`src/rtl/open_list_pkg.sv`:
```
// Shared types and helpers for the open-list stream adapter and its push FIFO.
// MAX_VALUE is the all-ones f-value the queue reports when it is empty.
package open_list_pkg;

    localparam int F_WIDTH = 32;

    typedef logic [F_WIDTH-1:0] f_value_t;

    localparam f_value_t MAX_VALUE = '1;

    typedef enum logic {
        ISSUE  = 1'b0,
        SETTLE = 1'b1
    } adapter_state_t;

    // Width of a counter that must represent 0 .. 2*queue_size inclusive.
    function automatic int count_width(input int queue_size);
        return $clog2(2 * queue_size) + 1;
    endfunction

endpackage

```
`src/rtl/open_list_push_fifo.sv`:
```
// Synchronous push FIFO in front of the open-list queue.
// Pointers carry an extra wrap bit so full and empty are distinguishable.
module open_list_push_fifo
    import open_list_pkg::*;
#(
    parameter int DATA_WIDTH = 32,
    parameter int DEPTH      = 4
) (
    input  logic                       clk,
    input  logic                       rst,
    input  logic                       wr_en,
    input  logic [DATA_WIDTH-1:0]      wr_data,
    input  logic                       rd_en,
    output logic [DATA_WIDTH-1:0]      rd_data,
    output logic                       full,
    output logic                       empty,
    output logic [$clog2(DEPTH):0]     level
);

    localparam int AW = $clog2(DEPTH);

    logic [AW:0]           wr_ptr;
    logic [AW:0]           rd_ptr;
    logic [DATA_WIDTH-1:0] mem [DEPTH];
    logic                  do_wr;
    logic                  do_rd;

    assign empty = (wr_ptr == rd_ptr);
    assign full  = (wr_ptr[AW] != rd_ptr[AW]) && (wr_ptr[AW-1:0] == rd_ptr[AW-1:0]);
    assign level = wr_ptr - rd_ptr;

    // A read in the same cycle frees a slot, so a write is still legal when full.
    assign do_rd = rd_en && !empty;
    assign do_wr = wr_en && (!full || do_rd);

    always_ff @(posedge clk) begin
        if (rst) begin
            wr_ptr <= '0;
            rd_ptr <= '0;
        end else begin
            if (do_wr) wr_ptr <= wr_ptr + (AW+1)'(1);
            if (do_rd) rd_ptr <= rd_ptr + (AW+1)'(1);
        end
    end

    always_ff @(posedge clk) begin
        if (do_wr) mem[wr_ptr[AW-1:0]] <= wr_data;
    end

    assign rd_data = mem[rd_ptr[AW-1:0]];

endmodule

```
`src/rtl/open_list_stream_adapter.sv`:
```
// Stream front-end for the systolic open-list min-queue: push FIFO, push/pop fusing, settle wait, head prefetch.
// Build macro OPEN_LIST_SENTINEL_CHECK_EN drops all-ones pushes and raises the sticky o_sentinel_err.
module open_list_stream_adapter
    import open_list_pkg::*;
#(
    parameter int DATA_WIDTH      = 32,
    parameter int QUEUE_SIZE      = 2048,
    parameter int PUSH_FIFO_DEPTH = 4,
    parameter int SETTLE_CYCLES   = 2
) (
    input  logic                                 CLK,
    input  logic                                 RST,
    input  logic                                 i_push_valid,
    output logic                                 o_push_ready,
    input  logic [DATA_WIDTH-1:0]                i_push_data,
    output logic                                 o_pop_valid,
    input  logic                                 i_pop_ready,
    output logic [DATA_WIDTH-1:0]                o_pop_data,
    output logic                                 o_q_wrt,
    output logic                                 o_q_read,
    output logic [DATA_WIDTH-1:0]                o_q_node_f,
    input  logic                                 i_q_full,
    input  logic                                 i_q_empty,
    input  logic [DATA_WIDTH-1:0]                i_q_node_f,
    output logic [count_width(QUEUE_SIZE)-1:0]   o_count,
    output logic                                 o_sentinel_err
);

    localparam int              CW          = count_width(QUEUE_SIZE);
    localparam logic [CW-1:0]   CAPACITY    = CW'(2 * QUEUE_SIZE);
    localparam int              SW          = (SETTLE_CYCLES > 1) ? $clog2(SETTLE_CYCLES) : 1;
    localparam logic [SW-1:0]   SETTLE_LAST = SW'(SETTLE_CYCLES - 1);
    localparam int              LW          = $clog2(PUSH_FIFO_DEPTH) + 1;

    function automatic logic [CW-1:0] count_inc(input logic [CW-1:0] c);
        return (c >= CAPACITY) ? c : c + CW'(1);
    endfunction

    function automatic logic [CW-1:0] count_dec(input logic [CW-1:0] c);
        return (c == '0) ? c : c - CW'(1);
    endfunction

    adapter_state_t        state;
    logic [SW-1:0]         settle_cnt;

    logic [DATA_WIDTH-1:0] fifo_head;
    logic                  fifo_full;
    logic                  fifo_empty;
    logic [LW-1:0]         fifo_level;
    logic                  fifo_wr;
    logic                  push_fire;
    logic                  want_push;
    logic                  want_pop;

    assign o_push_ready = !fifo_full;
    assign push_fire    = i_push_valid && o_push_ready;

`ifdef OPEN_LIST_SENTINEL_CHECK_EN
    logic sentinel_hit;

    // The all-ones value would read back as "queue empty", so it never reaches the queue.
    assign sentinel_hit = (i_push_data == {DATA_WIDTH{1'b1}});
    assign fifo_wr      = push_fire && !sentinel_hit;

    always_ff @(posedge CLK) begin
        if (RST) begin
            o_sentinel_err <= 1'b0;
        end else if (push_fire && sentinel_hit) begin
            o_sentinel_err <= 1'b1;
        end
    end
`else
    assign fifo_wr        = push_fire;
    assign o_sentinel_err = 1'b0;
`endif

    open_list_push_fifo #(
        .DATA_WIDTH (DATA_WIDTH),
        .DEPTH      (PUSH_FIFO_DEPTH)
    ) u_push_fifo (
        .clk     (CLK),
        .rst     (RST),
        .wr_en   (fifo_wr),
        .wr_data (i_push_data),
        .rd_en   (want_push),
        .rd_data (fifo_head),
        .full    (fifo_full),
        .empty   (fifo_empty),
        .level   (fifo_level)
    );

    // A full queue blocks only the push side, so a pending pair degrades to a dequeue.
    assign want_push = (state == ISSUE) && !fifo_empty && !i_q_full;
    assign want_pop  = (state == ISSUE) && !i_q_empty && (!o_pop_valid || i_pop_ready);

    always_ff @(posedge CLK) begin
        if (RST) begin
            state       <= ISSUE;
            settle_cnt  <= '0;
            o_q_wrt     <= 1'b0;
            o_q_read    <= 1'b0;
            o_q_node_f  <= '0;
            o_pop_valid <= 1'b0;
            o_pop_data  <= '0;
            o_count     <= '0;
        end else begin
            o_q_wrt  <= want_push;
            o_q_read <= want_pop;
            if (want_push) o_q_node_f <= fifo_head;

            // The head sampled here predates any node written by the same replace.
            if (want_pop) begin
                o_pop_valid <= 1'b1;
                o_pop_data  <= i_q_node_f;
            end else if (i_pop_ready) begin
                o_pop_valid <= 1'b0;
            end

            if (want_push && !want_pop) begin
                o_count <= count_inc(o_count);
            end else if (want_pop && !want_push) begin
                o_count <= count_dec(o_count);
            end

            case (state)
                ISSUE: begin
                    if (want_push || want_pop) begin
                        state      <= SETTLE;
                        settle_cnt <= SETTLE_LAST;
                    end
                end
                SETTLE: begin
                    if (settle_cnt == '0) begin
                        state <= ISSUE;
                    end else begin
                        settle_cnt <= settle_cnt - SW'(1);
                    end
                end
                default: state <= ISSUE;
            endcase
        end
    end

    always_ff @(posedge CLK) begin
        if (!RST) begin
            assert (fifo_level <= LW'(PUSH_FIFO_DEPTH));
        end
    end

endmodule

```
`config.mk`:
```
export PLATFORM = sky130hd
export DESIGN_NAME = open_list_stream_adapter
export DESIGN_NICKNAME = d
export VERILOG_FILES = /design/src/rtl/open_list_pkg.sv /design/src/rtl/open_list_push_fifo.sv /design/src/rtl/open_list_stream_adapter.sv
export SDC_FILE = /design/constraint.sdc
export NUM_CORES = 1
export LEC_CHECK = 0
export BUFFER_PORTS_ARGS = -buffer_cell sky130_fd_sc_hd__buf_2
export CAP_MARGIN = 20
export CORE_MARGIN = 2
export CORE_UTILIZATION = 45
export DETAILED_ROUTE_END_ITERATION = 8
export GPL_ROUTABILITY_DRIVEN = 0
export PLACE_DENSITY = 0.64
export SETUP_SLACK_MARGIN = 0.02
export SLEW_MARGIN = 25
export SYNTH_ARGS = -nofsm -noshare
export SYNTH_HDL_FRONTEND = slang
export SYNTH_HIERARCHICAL = 1
export SYNTH_SLANG_ARGS = --single-unit
```
`constraint.sdc`:
```
create_clock -name CLK -period 6.87 [get_ports CLK]
set_input_delay 1.0305 -clock CLK [delete_from_list [all_inputs] [get_ports CLK]]
set_output_delay 1.0305 -clock CLK [all_outputs]
set_load 0.02 [all_outputs]
```
==> results.json <==
{
  "fp.coreArea_sq_mm": 0.0187,
  "drc_errors": 0,
  "avgSynthCellArea_sq_um": 13.1,
  "path_clk_slew_ns": 0.06,
  "clock.fmax_mhz": 225,
  "cts_tree": "yes",
  "num_antenna_cells": 0,
  "grt_pass1_wl_um": 29100,
  "yosysWarnings": 6,
  "die_h_um": 142,
  "die_area_sq_mm": 0.0202,
  "cp.required_ns": 7.27,
  "syn_inst": 655,
  "placedCellCount": 1009,
  "root_buffer": "clkbuf_16",
  "grt_setup_unrepaired": "no",
  "hold_path_class": "reg2reg",
  "setup-violations-final": 0,
  "cap_violations": 0,
  "io_pins": 152,
  "hold_violations": 0,
  "postRouteAntennaNets": 0,
  "grt_max_degree": 92,
  "slew_viol_final": 0,
  "skew_ns": 0.00989,
  "antenna_found_initial": 2,
  "cts_setup_buffers": 0,
  "clk_latency_ns": 0.51,
  "fin_nets": 892,
  "via_per_inst": 5.36,
  "status": "complete, no violations",
  "gr-total-overflow": 0,
  "place_hpwl_um": 11500,
  "routed_wl_um": 18600,
  "final_cells": 1052,
  "cts.sinks": 218,
  "vias": 5640,
  "worstPathMaxFanout": 35,
  "drive_above_1_share_pct": 30.4,
  "num-fill-cells": 1562,
  "htree_num_levels": 1,
  "fin_crit_sh_pct": 64.8,
  "path_class": "reg2reg",
  "die_w_um": 142,
  "worstSetupStartpointType": "register",
  "drt_iter0_drc": 262,
  "cts_made_buffers": 23,
  "track_usage_pct": 18.4,
  "irDropWorstVdd_v": 0.000245,
  "leakage_nw": 3.94,
  "grt_pass1_vias": 5585,
  "initial_core_util_pct": 46.0,
  "synth.cell_area_sq_mm": 0.00860,
  "post-route-min-period_ns": 4.45,
  "cts_resized": 0,
  "power_per_cell_area_mw_per_mm2": 360,
  "firstDrtPassIters": 4,
  "ctsHoldBuffers": 0,
  "port_buffers": 150,
  "cts_buffer_depth": 3,
  "setup-tns-final_ns": 0,
  "syn_nets": 746,
  "wire_per_inst_um": 17.7,
  "row_count": 50,
  "slew_headroom_pct": 34.1,
  "endpoint_kind": "register",
  "critPathArrivalTime_ns": 4.85,
  "tightestPinTransition_ns": 0.989,
  "area_growth_pct": 20.3
}
==> metrics by stage <==
| step | util (%) | total power [mW] | hold WS [ns] | worst slack [ns] | instance area (sq um) |
|---|---|---|---|---|---|
| 2_1_floorplan | - | 2.25 | 0.434 | 2.97 | 8600 |
| 3_3_place_gp | 50.9 | 2.46 | 0.439 | 2.12 | 9530 |
| 4_1_cts | 55.2 | 3.76 | 0.453 | 2.43 | 10300 |
| 6_report | 55.3 | 3.72 | 0.452 | 2.42 | 10300 |
| 3_5_place_dp | 50.9 | 2.49 | 0.444 | 1.97 | 9530 |
| 5_1_grt | 55.3 | 3.92 | 0.474 | 2.10 | 10300 |
==> area by class of cell <==
type | count | area, sq um | area share, %
Clock buffer | 27 | 612 | 5.91
Clock inverter | 15 | 176 | 1.71
Inverter | 14 | 52.6 | 0.508
Multi-Input combinational cell | 390 | 2760 | 26.7
Sequential cell | 218 | 5650 | 54.6
Tap cell | 234 | 293 | 2.83
Timing Repair Buffer | 154 | 803 | 7.76
==> placed cells by master, fill, tap and decap left out, types with 4 or more instances in the layout <==
master       n
ha_1        20
mux4_2      32
o211ai_1     4
dfxtp_1     88
nand3_1      7
xnor2_1      4
and2_2       4
xor2_1       4
buf_2      149
o21a_1       4
edfxtp_1   128
nor2b_1      6
o21ai_0      5
inv_1       12
clkbuf_16   23
nand2_1    145
buf_4        4
nor3_1       4
nor2_1      17
a21oi_1     76
clkinv_2     6
==> final timing paths <==
path	cells after the start	startpoint	slack [ns]	endpoint
worst min register to register	2	o_q_node_f[21]	0.45	o_q_node_f[21]
worst max-delay path	14	u_push_fifo/wr_ptr[0]	2.42	o_count[11]
worst min-delay path	2	o_q_node_f[21]	0.45	o_q_node_f[21]
worst max register to register	14	u_push_fifo/wr_ptr[0]	2.42	o_count[11]
==> per-layer routing <==
layer | up-vias | wire length [um] | GRT usage [%]
li1 | 2692 | - | -
met1 | 2730 | 8120 | 23.8
met2 | 189 | 8960 | 31.9
met3 | 25 | 1250 | 4.27
met4 | 4 | 254 | 3.63
met5 | - | 24 | 0
==> report_power, final <==
group | leakage (nW) | internal (mW) | total, mW | switching [mW]
registers | 1.91 | 1.50 | 1.58 | 0.0805
logic | 1.63 | 0.352 | 0.881 | 0.529
clock network | 0.392 | 0.759 | 1.26 | 0.499
==> flip-flops by register name, summed over array words and instances, names as in the netlist, named ones only <==
register and cells:
o_pop_valid 1, u_push_fifo/wr_ptr 3, o_q_wrt 1, o_q_node_f 32
state 1, u_push_fifo/mem 128, o_pop_data 32, settle_cnt 1
o_count 13, o_q_read 1, u_push_fifo/rd_ptr 3
==> critical path, stage by stage (launching register included) <==
cell and delay, ns:
dfxtp_1 0.38, inv_1 0.11, ha_1 0.30, nand2_1 0.17, nor2_1 0.10, or3_2 0.85, inv_2 0.16, ha_1 0.29
inv_1 0.28, ha_1 0.48, a2111oi_4 0.44, o21ai_2 0.14, a2111oi_2 0.38, or4b_1 0.17, nand3_1 0.07
No activity file was read; power rests on OpenSTA's default activity.
